**src/rtl/sprite_blitter.sv**
```systemverilog
// sprite_blitter: copies a sprite frame from ROM into the framebuffer, skipping KEY_COLOR pixels
// and clipping at the edges. Define SPRITE_SCALE2_EN to write each source pixel as a 2x2 block.
module sprite_blitter #(
    parameter int                VBUF_W    = 320,
    parameter int                VBUF_H    = 240,
    parameter int                DATA_W    = 12,
    parameter logic [DATA_W-1:0] KEY_COLOR = 12'h0f0,
    parameter int                SRC_AW    = 18,
    parameter int                FB_AW     = 17
) (
    input  logic              clk,
    input  logic              reset_n,
    input  logic              start,
    input  logic [SRC_AW-1:0] src_base,
    input  logic [8:0]        spr_w,
    input  logic [7:0]        spr_h,
    input  logic [8:0]        dst_x,
    input  logic [7:0]        dst_y,
    input  logic              mirror,
    output logic              busy,
    output logic              done,
    output logic [SRC_AW-1:0] src_addr,
    input  logic [DATA_W-1:0] src_data,
    output logic [FB_AW-1:0]  fb_addr,
    output logic [DATA_W-1:0] fb_data,
    output logic              fb_we
);
`ifdef SPRITE_SCALE2_EN
    localparam int SC = 1;
`else
    localparam int SC = 0;
`endif
    localparam int CW = 9 + SC;
    localparam int RW = 8 + SC;
    localparam logic [CW:0] XLIM = (CW+1)'(VBUF_W);
    localparam logic [RW:0] YLIM = (RW+1)'(VBUF_H);

    typedef enum logic [2:0] {S_IDLE, S_RUN, S_DRAIN0, S_DRAIN1, S_DONE} state_t;

    state_t            state_q, state_d;
    logic [SRC_AW-1:0] base_q, base_d, acc_q, acc_d;
    logic [8:0]        w_q, w_d, x0_q, x0_d;
    logic [7:0]        h_q, h_d, y0_q, y0_d;
    logic              mir_q, mir_d;
    logic [CW-1:0]     col_q, col_d, lim_c;
    logic [RW-1:0]     row_q, row_d, lim_r;
    logic              v2_q, v2_d, done_q, done_d, we_q, we_d;
    logic [FB_AW-1:0]  fa2_q, fa2_d, fa_q, fa_d;
    logic [DATA_W-1:0] fd_q, fd_d;
    logic [8:0]        scol_src, scol;
    logic              row_step, last, in1;
    logic [CW:0]       dx;
    logic [RW:0]       dy;

`ifdef SPRITE_SCALE2_EN
    // Doubled iteration: source row advances every second destination row.
    assign lim_c    = {w_q, 1'b0} - 10'd1;
    assign lim_r    = {h_q, 1'b0} - 9'd1;
    assign scol_src = col_q[CW-1:1];
    assign row_step = row_q[0];
`else
    assign lim_c    = w_q - 9'd1;
    assign lim_r    = h_q - 8'd1;
    assign scol_src = col_q;
    assign row_step = 1'b1;
`endif

    assign scol     = mir_q ? w_q - 9'd1 - scol_src : scol_src;
    assign src_addr = base_q + acc_q + SRC_AW'(scol);
    // One extra bit so clipped coordinates cannot wrap back on screen.
    assign dx       = (CW+1)'(x0_q) + (CW+1)'(col_q);
    assign dy       = (RW+1)'(y0_q) + (RW+1)'(row_q);
    assign in1      = (dx < XLIM) && (dy < YLIM);
    assign last     = (col_q == lim_c) && (row_q == lim_r);
    assign busy     = state_q != S_IDLE;
    assign done     = done_q;
    assign fb_we    = we_q;
    assign fb_addr  = fa_q;
    assign fb_data  = fd_q;

    always_comb begin
        state_d = state_q;
        base_d  = base_q;
        w_d     = w_q;
        h_d     = h_q;
        x0_d    = x0_q;
        y0_d    = y0_q;
        mir_d   = mir_q;
        col_d   = col_q;
        row_d   = row_q;
        acc_d   = acc_q;
        case (state_q)
            S_IDLE: if (start) begin
                base_d  = src_base;
                w_d     = spr_w;
                h_d     = spr_h;
                x0_d    = dst_x;
                y0_d    = dst_y;
                mir_d   = mirror;
                col_d   = '0;
                row_d   = '0;
                acc_d   = '0;
                state_d = (spr_w == 9'd0 || spr_h == 8'd0) ? S_DONE : S_RUN;
            end
            S_RUN: if (last) begin
                state_d = S_DRAIN0;
            end else if (col_q == lim_c) begin
                col_d = '0;
                row_d = row_q + 1'b1;
                acc_d = row_step ? acc_q + SRC_AW'(w_q) : acc_q;
            end else begin
                col_d = col_q + 1'b1;
            end
            S_DRAIN0: state_d = S_DRAIN1;
            S_DRAIN1: state_d = S_DONE;
            default:  state_d = S_IDLE;
        endcase
        v2_d   = (state_q == S_RUN) && in1;
        fa2_d  = FB_AW'(dy) * FB_AW'(VBUF_W) + FB_AW'(dx);
        we_d   = v2_q && (src_data != KEY_COLOR);
        fa_d   = v2_q ? fa2_q : fa_q;
        fd_d   = v2_q ? src_data : fd_q;
        done_d = state_q == S_DONE;
    end

    always_ff @(posedge clk or negedge reset_n) begin
        if (!reset_n) begin
            state_q <= S_IDLE;
            base_q  <= '0;
            w_q     <= '0;
            h_q     <= '0;
            x0_q    <= '0;
            y0_q    <= '0;
            mir_q   <= 1'b0;
            col_q   <= '0;
            row_q   <= '0;
            acc_q   <= '0;
            v2_q    <= 1'b0;
            fa2_q   <= '0;
            we_q    <= 1'b0;
            fa_q    <= '0;
            fd_q    <= '0;
            done_q  <= 1'b0;
        end else begin
            state_q <= state_d;
            base_q  <= base_d;
            w_q     <= w_d;
            h_q     <= h_d;
            x0_q    <= x0_d;
            y0_q    <= y0_d;
            mir_q   <= mir_d;
            col_q   <= col_d;
            row_q   <= row_d;
            acc_q   <= acc_d;
            v2_q    <= v2_d;
            fa2_q   <= fa2_d;
            we_q    <= we_d;
            fa_q    <= fa_d;
            fd_q    <= fd_d;
            done_q  <= done_d;
        end
    end
endmodule

```
**config.mk**
```make
export PLATFORM = sky130hd
export DESIGN_NAME = sprite_blitter
export DESIGN_NICKNAME = d
export VERILOG_FILES = /design/src/rtl/sprite_blitter.sv
export SDC_FILE = /design/constraint.sdc
export NUM_CORES = 1
export LEC_CHECK = 0
export CELL_PAD_IN_SITES_DETAIL_PLACEMENT = 0
export CELL_PAD_IN_SITES_GLOBAL_PLACEMENT = 1
export CORE_MARGIN = 4
export CORE_UTILIZATION = 43
export DETAILED_ROUTE_END_ITERATION = 16
export PLACE_DENSITY_LB_ADDON = 0.08
export RECOVER_POWER = 50
export SYNTH_ARGS = -nofsm -noshare
export SYNTH_HDL_FRONTEND = slang
export SYNTH_SLANG_ARGS = --single-unit
export TNS_END_PERCENT = 10
```
**constraint.sdc**
```tcl
create_clock -name clk -period 9.05 [get_ports clk]
set_input_delay 2.715 -clock clk [delete_from_list [all_inputs] [get_ports clk]]
set_output_delay 2.715 -clock clk [all_outputs]
set_load 0.02 [all_outputs]
```
# Word-level counts from Yosys, hierarchy flattened

Index checks and enable logic that the tools add are counted.

Add/sub/neg operators: 11
Multipliers: 1
Equality and inequality tests: 11
Mux-type cells: 17
Reduce and logical (&&, ||, !) cells: 14
Magnitude comparators: 2

Operator list:

| kind                                                                  | number |
|---|---|
| 18-bit 2-to-1 mux                                                     | 3 |
| 18-bit by 9-bit adder with 18-bit output                              | 2 |
| 9-bit 2-to-1 mux                                                      | 4 |
| 18-bit case mux with 2 select lines                                   | 1 |
| 8-bit 2-to-1 mux                                                      | 3 |
| 18-bit adder                                                          | 1 |
| 9-bit case mux with 2 select lines                                    | 1 |
| 17-bit by 10-bit adder with 17-bit output                             | 1 |
| 8-bit case mux with 2 select lines                                    | 1 |
| 12-bit by 8-bit != test with 1-bit output, second input constant      | 1 |
| 3-bit case mux with 4 select lines                                    | 1 |
| 9-bit by 3-bit multiplier with 11-bit output, second input constant   | 1 |
| 9-bit by 9-bit adder with 10-bit output                               | 1 |
| 10-bit by 9-bit < comparator with 1-bit output, second input constant | 1 |
| 8-bit by 8-bit adder with 9-bit output                                | 1 |
| 9-bit by 1-bit adder with 9-bit output, second input constant         | 1 |
| 9-bit equality test                                                   | 1 |
| 9-bit logical NOT                                                     | 1 |
| 9-bit by 8-bit < comparator with 1-bit output, second input constant  | 1 |
| 3-bit 2-to-1 mux                                                      | 3 |
| 9-bit by 1-bit subtractor with 9-bit output, second input constant    | 1 |
| 9-bit subtractor                                                      | 1 |
| 8-bit by 1-bit adder with 8-bit output, second input constant         | 1 |
| 8-bit equality test                                                   | 1 |
| 14 further kinds                                                      | 22 |

Input port bits: 68
Bits in registers: 140
Logic and storage cells: 72
Output and inout port bits: 50

# Logic depth before layout (Yosys ltp)

Gate-level depths: netlist of the first run.

Depth in word-level cells: 5
Gate-level depth with buffers: 22
Mapped depth without buffers: 22

# Worst setup path after synthesis of the first run

OpenSTA, ideal clock, no wires.

Path kind: register -> output
Start: reg w_q[4]
End: out src_addr[16]
Path buffers: 0
Cell stages (with the launch flop): 20
Setup slack: 1,793 ps
Arrival: 4,542 ps
Required time: 6,335 ps
Cells stage by stage: dfrtp_1 > or3_4 > or3_1 > xnor2_1 > ha_1 > a21o_1 > a21oi_1 > nor2_1 > nor3_1 > xnor2_1 > nand2_1 > xnor2_1 > fa_1 > ha_1 > or4_1 > o21ai_0 > a21oi_1 > a21o_1 > a21oi_1 > xnor2_1

Word-level cells in the longest chain between the ends: 4

Ends and longest elaborated chain:

| element                                     | RTL line | text |
|---|---|---|
| start, declared                             | 42       | `logic [8:0] w_q, w_d, x0_q, x0_d;` |
| start signal, assigned                      | 147      | `w_q <= w_d;` |
| 9-bit by 1-bit subtractor with 9-bit output | 68       | `assign scol = mir_q ? w_q - 9'd1 - scol_src : scol_src;` |
| 9-bit subtractor                            | 68       |  |
| 9-bit 2-to-1 mux                            | 68       |  |
| 18-bit by 9-bit adder with 18-bit output    | 69       | `assign src_addr = base_q + acc_q + SRC_AW'(scol);` |
| end, declared                               | 22       | `output logic [SRC_AW-1:0] src_addr,` |

Every way passes these cells.

# Final worst setup path of the first run

Same ends and word-level chain as after synthesis.

==> results.md, run 1 <==
| Result | This run | Unit |
|---|---|---|
| Source of the critical timing path | w_q[4]$_DFFE_PN0P_ | - |
| Synth-to-Final Area Change | 22.25 | % |
| Most Frequent Cell on Critical Path | sky130_fd_sc_hd__xnor2_1 | - |
| Clock tree from TritonCTS | done | - |
| Commonest cells after routing, fill and taps aside | 191 x sky130_fd_sc_hd__nand2_1, 140 x sky130_fd_sc_hd__dfrtp_1, 104 x sky130_fd_sc_hd__clkdlybuf4s50_1 | - |
| Crit path max-delay cell type | sky130_fd_sc_hd__clkdlybuf4s50_1 | - |
| Number of top-level design ports | 118 | - |
| Hold endpoint | fb_addr[7]$_DFFE_PN0P_ | - |
| Root buffer selected by CTS | sky130_fd_sc_hd__clkbuf_16 | - |
| GR Layer Usage met1 | 0.2403 | - |
| Number of placement rows | 52 | - |
| First-pass detailed-route iteration total | 4 | - |
| Fin crit share | 0.9612 | - |
| Leading cell type in the layout, fill and taps excluded | sky130_fd_sc_hd__nand2_1 | - |
| Smallest hold slack | 0.4760 | ns |
| Per-instance average area after synthesis | 9.408 | µm² |
| Distinct cells, synth | 58 | - |
| Result of the run | complete, but fails checks | - |
| Max clock buf depth | 2 | - |
| Critical path buffers and inverters | 1 | - |
| DRC viols | 0 | - |
| Worst setup slack for register-to-register paths | 4.73 | ns |
| Crit Path Max Fanout | 5 | - |
| Final Max Tran Viols | 174 | - |
| Leakage | 5.312 | nW |
| Least-Margin Pin Slew | 3.969 | ns |
| Setup-failing EPs final | 0 | - |
| Horizontal extent of the die | 152.6 | µm |
| Vias per cell | 5.081 | - |
| Mapped cell area | 8994 | µm² |
| Worst voltage drop across the vdd grid | 626.5 | µV |
| Vertical die dimension | 152.6 | µm |
| DR WL/cell | 14.67 | µm |
| Number of enable flip-flop cells after synthesis | 0 | - |
| Wire length of the first global-routing pass | 33950 | µm |
| Placeable core region | 20430 | µm² |
| Category of cells accounting for the largest share of critical-path delay | simple AND/OR/NAND/NOR gates | - |
| Total track usage | 0.1759 | - |
| Inst Count DP | 1319 | - |
| Number of register bits inferred by synthesis | 140 | - |
| Max-slew headroom | -1.646 | - |
| Max-cap check violation count | 3 | - |
| Number of antenna violations at the first check in global routing | 0 | - |
| Syn_nets | 1120 | - |
| Largest net degree at the start of global routing | 78 | - |
| CP Data Required Time | 6.34 | ns |
| Worst hold path depth | 1 | - |
| Die ar. | 23290 | µm² |
| Number of gates resized after CTS | 0 | - |
| Detailed Route WL | 19810 | µm |
| Cell depth of the worst flop-to-flop path | 12 | - |
| Setup crit end kind | primary output | - |
| Critical path, cell by cell | or3_4, or3_1, xnor2_1, ha_1, a21o_1, a21oi_1, nor2_1, nor3_1, xnor2_1, nand2_1, xnor2_1, fa_1, ha_1, or4_1, o21ai_0, a21oi_1, a21o_1, a21oi_1, xnor2_1, clkdlybuf4s50_1 | - |
| Most used flip-flop cell after synthesis | sky130_fd_sc_hd__dfrtp_1 | - |
| DPL Wire Length | 14490 | µm |
| Register cell area after layout | 3503 | µm² |
| Failing checks | max-capacitance violations, max-slew violations | - |
| Sum of negative setup slack | 0 | ns |
| Antenna diodes | 0 | - |
| Grt peak-use layer | met2 | - |
| Clock input transition at the sequential cells of the worst setup and hold paths | 0.07 | ns |
| Clock net sink count | 140 | - |
| Highest cell delay on the worst timing path | 0.62 | ns |
| Non-filler instance count after layout | 1351 | - |
| Clock buffers created by TritonCTS | 17 | - |
| Total of fill cells in the finished design | 1979 | - |
| Input/output buffers | 117 | - |
| Area occupied by multi-input gates | 5091 | µm² |
| Startpoint of the lowest-slack register-to-register path | w_q[4]$_DFFE_PN0P_ | - |
| 1st-iter DRT viols | 247 | - |
| Part of the Yosys area used for sequential elements | 0.3895 | - |
| Count of hold buffers inserted by post-cts repair | 0 | - |
| Met2 track demand over resource | 0.2891 | - |
| Initial Util | 0.4402 | - |
| Ratio of cells with drive above 1 in the final layout | 0.07308 | - |
| Clock skew | 0.008139 | ns |
| Via count of the first global-routing pass | 6920 | - |
| Clk_lat worst skew | 0.42 | ns |
| Count of synthesis-stage warnings from yosys | 0 | - |
| Number of failing hold endpoints at the final stage | 0 | - |
| Final global-route overflow total | 0 | - |
| Final worst path period need | 8.699 | ns |
| # Post-CTS Setup Buffers | 0 | - |
| Post-route antenna net violation count | 0 | - |
| Capture point of the worst reg-to-reg path | acc_q[11]$_DFFE_PN0P_ | - |
| Htree depth | 4 | - |
| Post-synthesis cell count | 956 | - |
| Number of nets in the layout | 1232 | - |
| Setup repair after global routing missed its margin | no | - |
| Data arrival time at the worst-slack endpoint | 5.98 | ns |
| Final Wtd Congestion | 0.7982 | - |
| Startpoint kind of the worst setup timing path | register | - |
| Power density over the cells | 392.4 | nW/µm² |
| Achievable frequency | 115.0 | MHz |
| Via Count | 6864 | - |
| Async set-or-reset flop fraction in the synthesized netlist | 1.000 | - |
| Critical hold path startpoint | fa2_q[7]$_DFF_PN0_ | - |
| Worst hold path type | register to register | - |
| Worst setup path category | register to primary output | - |
| Met3 track utilization from global routing | 0.03465 | - |
[logic make-up (layout without fill, tap and decap cells)]
family	Yosys count	in the layout	share of synthesized area
adder cells (fa/ha/maj)	96	96	0.1469
XOR/XNOR	75	75	0.07610
AND/OR/NAND/NOR	342	342	0.1764
AO/OA/AOI/OAI	175	175	0.1221
flip-flops	140	140	0.3895
buffers and inverters	92	217	0.04452
multiplexers	36	36	0.04438
[routing by layer]
| layer | wire length (µm) | vias to the layer above |
|---|---|---|
| met5 | 0 | - |
| met4 | 226 | 0 |
| met3 | 688 | 14 |
| met2 | 9318 | 113 |
| met1 | 9581 | 3229 |
| li1 | - | 3508 |
[power by group]
part,internal [W],switching (W)
logic,0.00122,0.00131
clock network,0.000423,0.000316
registers,0.000851,0.000194
total,0.00249,0.00182
[layout make-up]
| type | instances | area share |
|---|---|---|
| Clock buffer | 17 | 0.03869 |
| Tap cell | 270 | 0.03073 |
| Timing Repair Buffer | 123 | 0.1095 |
| Multi-Input combinational cell | 724 | 0.4631 |
| Sequential cell | 140 | 0.3187 |
| Inverter | 62 | 0.02117 |
| Clock inverter | 15 | 0.01821 |
[how the worst max path moves through the flow]
stage	end	slack [ns]	cells past startpoint
finish	src_addr[16]	0.35	20
detailed placement	src_addr[16]	0.77	20
global placement	src_addr[16]	0.85	20
global route	src_addr[16]	0.02	20
floorplan	src_addr[16]	1.79	19
CTS	src_addr[16]	0.28	20
[cell usage after synthesis, types with 18 or more instances]
master	number	area, µm²
sky130_fd_sc_hd__a21o_1	18	135.1
sky130_fd_sc_hd__a21oi_1	50	250.2
sky130_fd_sc_hd__clkbuf_1	22	82.58
sky130_fd_sc_hd__dfrtp_1	140	3503
sky130_fd_sc_hd__ha_1	80	1001
sky130_fd_sc_hd__inv_1	62	232.7
sky130_fd_sc_hd__mux2_2	31	349.1
sky130_fd_sc_hd__nand2_1	191	716.9
sky130_fd_sc_hd__nor2_1	39	146.4
sky130_fd_sc_hd__o21ai_0	43	215.2
sky130_fd_sc_hd__xnor2_1	49	429.2
sky130_fd_sc_hd__xor2_1	24	210.2
[worst reg2reg max path: stages, from the launching register on]
cell and delay [ns]:
sky130_fd_sc_hd__dfrtp_1 0.42, sky130_fd_sc_hd__or3_4 0.42, sky130_fd_sc_hd__or3_1 0.36, sky130_fd_sc_hd__nor3_1 0.20, sky130_fd_sc_hd__xor2_1 0.10, sky130_fd_sc_hd__ha_1 0.33, sky130_fd_sc_hd__nand4_1 0.11, sky130_fd_sc_hd__nor2_1 0.23
sky130_fd_sc_hd__nand2_1 0.13, sky130_fd_sc_hd__a22oi_1 0.47, sky130_fd_sc_hd__nand2_2 0.62, sky130_fd_sc_hd__or4_1 0.69, sky130_fd_sc_hd__a21oi_1 0.16
[per-stage QoR]
| stage | instance area (µm²) | power [W] | util | worst slack, ns |
|---|---|---|---|---|
| CTS | 11010 | 0.004377 | 0.5388 | 0.2779 |
| global placement | 10380 | 0.003583 | 0.5082 | 0.8472 |
| finish | 10990 | 0.004314 | 0.5382 | 0.3513 |
| floorplan | 8994 | 0.002802 | - | 1.793 |
| global route | 10990 | 0.004733 | 0.5382 | 0.02431 |
| detailed placement | 10380 | 0.003600 | 0.5082 | 0.7740 |
[registers in the layout (all words and copies together), names as in the netlist]
register  flops
row_q         8
h_q           8
v2_q          1
fb_data      12
acc_q        18
y0_q          8
done          1
fb_addr      17
x0_q          9
mir_q         1
state_q       3
base_q       18
w_q           9
fa2_q        17
col_q         9
fb_we         1
(Power assumes the default switching activity.)
==> inputs of run 2 (changes only) <==
Settings changed: GPL_TIMING_DRIVEN from default to 0, SETUP_SLACK_MARGIN from default to 0.3.
==> run 2 against run 1 <==
The run still ends with max-capacitance violations, max-slew violations left. Combinational power about the same. First-iteration DRC count up 19%. Via count up 1.8%. Sequential cell count unchanged. Total power down 0.55%. Die area unchanged. Worst hold slack worse by 0.0012 ns. Final cell count up 1.9%. Clock-buffer cell count unchanged. Non-clock buffer count up 25. Critical endpoint is now src_addr[17]. Largest cell class unchanged. Largest power group unchanged. Highest routed layer unchanged.
==> results.md, run 2 (synthesis gave the netlist of run 1 again) <==
| Result | This run | Unit | vs previous |
|---|---|---|---|
| Worst hold path type | register to register | - | unchanged |
| Ratio of cells with drive above 1 in the final layout | 0.07505 | - | was 0.07308 |
| DR WL/cell | 15.32 | µm | was 14.67 µm |
| Fin crit share | 0.9451 | - | was 0.9612 |
| Number of top-level design ports | 118 | - | unchanged |
| Register cell area after layout | 3503 | µm² | unchanged |
| Vertical die dimension | 152.6 | µm | unchanged |
| Max-slew headroom | -0.6480 | - | was -1.646 |
| Top flop regs | acc_q x18, base_q x18 | - | unchanged |
| Wire length of the first global-routing pass | 35180 | µm | was 33950 µm |
| Clock input transition at the sequential cells of the worst setup and hold paths | 0.07 | ns | about the same |
| Setup-failing EPs final | 0 | - | unchanged |
| Crit Path Max Fanout | 5 | - | unchanged |
| Number of failing hold endpoints at the final stage | 0 | - | unchanged |
| Clock skew | 0.009221 | ns | was 0.008139 ns |
| Final global-route overflow total | 0 | - | unchanged |
| Initial Util | 0.4402 | - | unchanged |
| Input/output buffers | 117 | - | unchanged |
| Critical path, cell by cell | or3_4, or3_1, xnor2_1, ha_1, a21o_1, a21oi_1, nor2_1, nor3_1, xnor2_1, nand2_1, xnor2_2, fa_1, ha_1, or4_1, o21ai_1, a21oi_1, nand4_1, nand2_1, xnor2_1, clkdlybuf4s50_1 | - | was or3_4, or3_1, xnor2_1, ha_1, a21o_1, a21oi_1, nor2_1, nor3_1, xnor2_1, nand2_1, xnor2_1, fa_1, ha_1, or4_1, o21ai_0, a21oi_1, a21o_1, a21oi_1, xnor2_1, clkdlybuf4s50_1 |
| Clk_lat worst skew | 0.43 | ns | was 0.42 ns |
| Vias per cell | 5.078 | - | was 5.081 |
| Root buffer selected by CTS | sky130_fd_sc_hd__clkbuf_16 | - | unchanged |
| Final Max Tran Viols | 143 | - | was 174 |
| Data arrival time at the worst-slack endpoint | 5.84 | ns | was 5.98 ns |
| Final Wtd Congestion | 0.8019 | - | was 0.7982 |
| Final worst path period need | 8.553 | ns | was 8.699 ns |
| Via Count | 6988 | - | was 6864 |
| Htree depth | 4 | - | unchanged |
| Largest net degree at the start of global routing | 96 | - | was 78 |
| Least-Margin Pin Slew | 2.472 | ns | was 3.969 ns |
| Number of placement rows | 52 | - | unchanged |
| Highest cell delay on the worst timing path | 0.62 | ns | about the same |
| Clock tree from TritonCTS | done | - | unchanged |
| Leakage | 5.365 | nW | was 5.312 nW |
| Max-cap check violation count | 2 | - | was 3 |
| DRC viols | 0 | - | unchanged |
| Result of the run | complete, but fails checks | - | unchanged |
| Total track usage | 0.1855 | - | was 0.1759 |
| Startpoint kind of the worst setup timing path | register | - | unchanged |
| DPL Wire Length | 15900 | µm | was 14490 µm |
| Critical path buffers and inverters | 1 | - | unchanged |
| Startpoint of the lowest-slack register-to-register path | row_q[0]$_DFFE_PN0P_ | - | was w_q[4]$_DFFE_PN0P_ |
| Worst setup path category | register to primary output | - | unchanged |
| Area occupied by multi-input gates | 5101 | µm² | was 5091 µm² |
| Post-route antenna net violation count | 0 | - | unchanged |
| Layout Utilization | 0.5429 | - | was 0.5382 |
| Leading cell type in the layout, fill and taps excluded | sky130_fd_sc_hd__nand2_1 | - | unchanged |
| 1st-iter DRT viols | 294 | - | was 247 |
| Total of fill cells in the finished design | 1928 | - | was 1979 |
| Detailed Route WL | 21080 | µm | was 19810 µm |
| Synth-to-Final Area Change | 23.33 | % | was 22.25% |
| Achievable frequency | 116.9 | MHz | was 115.0 MHz |
| Horizontal extent of the die | 152.6 | µm | unchanged |
| Die ar. | 23290 | µm² | unchanged |
| Number of antenna violations at the first check in global routing | 0 | - | unchanged |
| Setup crit end kind | primary output | - | unchanged |
| Failing checks | max-capacitance violations, max-slew violations | - | unchanged |
| Most Frequent Cell on Critical Path | sky130_fd_sc_hd__xnor2_1 | - | unchanged |
| Smallest hold slack | 0.4748 | ns | was 0.4760 ns |
| CP Data Required Time | 6.34 | ns | about the same |
| Number of nets in the layout | 1257 | - | was 1232 |
| Commonest cells after routing, fill and taps aside | 191 x sky130_fd_sc_hd__nand2_1, 140 x sky130_fd_sc_hd__dfrtp_1, 103 x sky130_fd_sc_hd__clkdlybuf4s50_1 | - | was 191 x sky130_fd_sc_hd__nand2_1, 140 x sky130_fd_sc_hd__dfrtp_1, 104 x sky130_fd_sc_hd__clkdlybuf4s50_1 |
| Setup repair after global routing missed its margin | yes | - | was no |
| Clock net sink count | 140 | - | unchanged |
| # Post-CTS Setup Buffers | 0 | - | unchanged |
| Power density over the cells | 386.8 | nW/µm² | was 392.4 nW/µm² |
| Antenna diodes | 0 | - | unchanged |
| First-pass detailed-route iteration total | 4 | - | unchanged |
| Source of the critical timing path | w_q[4]$_DFFE_PN0P_ | - | unchanged |
| Max clock buf depth | 2 | - | unchanged |
| Clock buffers created by TritonCTS | 17 | - | unchanged |
| Placeable core region | 20430 | µm² | unchanged |
| Critical hold path startpoint | fa2_q[4]$_DFF_PN0_ | - | was fa2_q[7]$_DFF_PN0_ |
| Via count of the first global-routing pass | 7054 | - | was 6920 |
| Crit path max-delay cell type | sky130_fd_sc_hd__clkdlybuf4s50_1 | - | unchanged |
| Count of hold buffers inserted by post-cts repair | 0 | - | unchanged |
| Category of cells accounting for the largest share of critical-path delay | simple AND/OR/NAND/NOR gates | - | unchanged |
| Sum of negative setup slack | 0 | ns | unchanged |
| Worst voltage drop across the vdd grid | 540.2 | µV | was 626.5 µV |
## run 2: worst paths after layout
kind                                                end  slack, ns  cells past startpoint
worst min-delay path             fb_addr[4]$_DFFE_PN0P_       0.47                      1
worst max register to register      fa2_q[16]$_DFF_PN0_       4.93                     19
max in group asynchronous          acc_q[6]$_DFFE_PN0P_       2.63                      2
worst max-delay path                       src_addr[17]       0.50                     20
worst min register to register   fb_addr[4]$_DFFE_PN0P_       0.47                      1
min in group asynchronous       fb_addr[16]$_DFFE_PN0P_       3.05                      1
## run 2: worst reg2reg max path, stage by stage (launching register included)
cell and delay [ns]:
sky130_fd_sc_hd__dfrtp_1 0.50, sky130_fd_sc_hd__ha_1 0.23, sky130_fd_sc_hd__inv_1 0.06, sky130_fd_sc_hd__fa_1 0.41, sky130_fd_sc_hd__inv_1 0.07, sky130_fd_sc_hd__a21oi_1 0.06
sky130_fd_sc_hd__o21bai_1 0.19, sky130_fd_sc_hd__a21o_1 0.15, sky130_fd_sc_hd__nand2_1 0.06, sky130_fd_sc_hd__nor2b_1 0.14, sky130_fd_sc_hd__xnor2_1 0.22, sky130_fd_sc_hd__ha_1 0.28
sky130_fd_sc_hd__ha_1 0.33, sky130_fd_sc_hd__o21ai_0 0.11, sky130_fd_sc_hd__a21boi_0 0.26, sky130_fd_sc_hd__o21a_1 0.14, sky130_fd_sc_hd__nor2_1 0.04, sky130_fd_sc_hd__xor2_1 0.16
sky130_fd_sc_hd__nor3_1 0.25, sky130_fd_sc_hd__xnor3_1 0.34
## run 2: repair_timing
item / in CTS / in global routing
setup endpoints to repair: 3 / 4
resized for setup: 2 / 3
gates cloned: 0 / 0
## run 2: where the power goes
part           internal, W  total [W]  leakage (nW)  switching (W)
Combinational      0.00122    0.00256          3.30        0.00134
Sequential        0.000851    0.00103          1.79       0.000175
Clock             0.000389   0.000701         0.280       0.000312
Total              0.00247    0.00429          5.37        0.00182
## run 2: layout make-up
| class | instances | share of cell area |
|---|---|---|
| flip-flops and latches | 140 | 0.3158 |
| inverters | 62 | 0.02098 |
| clock buffers | 17 | 0.03835 |
| clock inverters | 15 | 0.01365 |
| multi-input cells | 724 | 0.4599 |
| well taps | 270 | 0.03046 |
| repair buffers | 118 | 0.1057 |
| plain buffers | 30 | 0.01512 |
## run 2: layer usage
layer | share of wire | track usage
met1 | 0.49 | 0.2543
met4 | 0.011 | 0.04328
met5 | 0 | 0
met3 | 0.033 | 0.03124
met2 | 0.47 | 0.3096
## run 2: through the flow
stage          worst slack, ns  total power (W)  cells  instance area (µm²)
3_5_place_dp            0.6054         0.003604   1344                10530
4_1_cts                 0.3152         0.004342   1376                11120
2_1_floorplan            1.793         0.002802    956                 8994
5_1_grt                 0.1360         0.004684   1376                11090
3_3_place_gp           -0.6750         0.003589   1343                10500
6_report                0.4970         0.004290   1376                11090
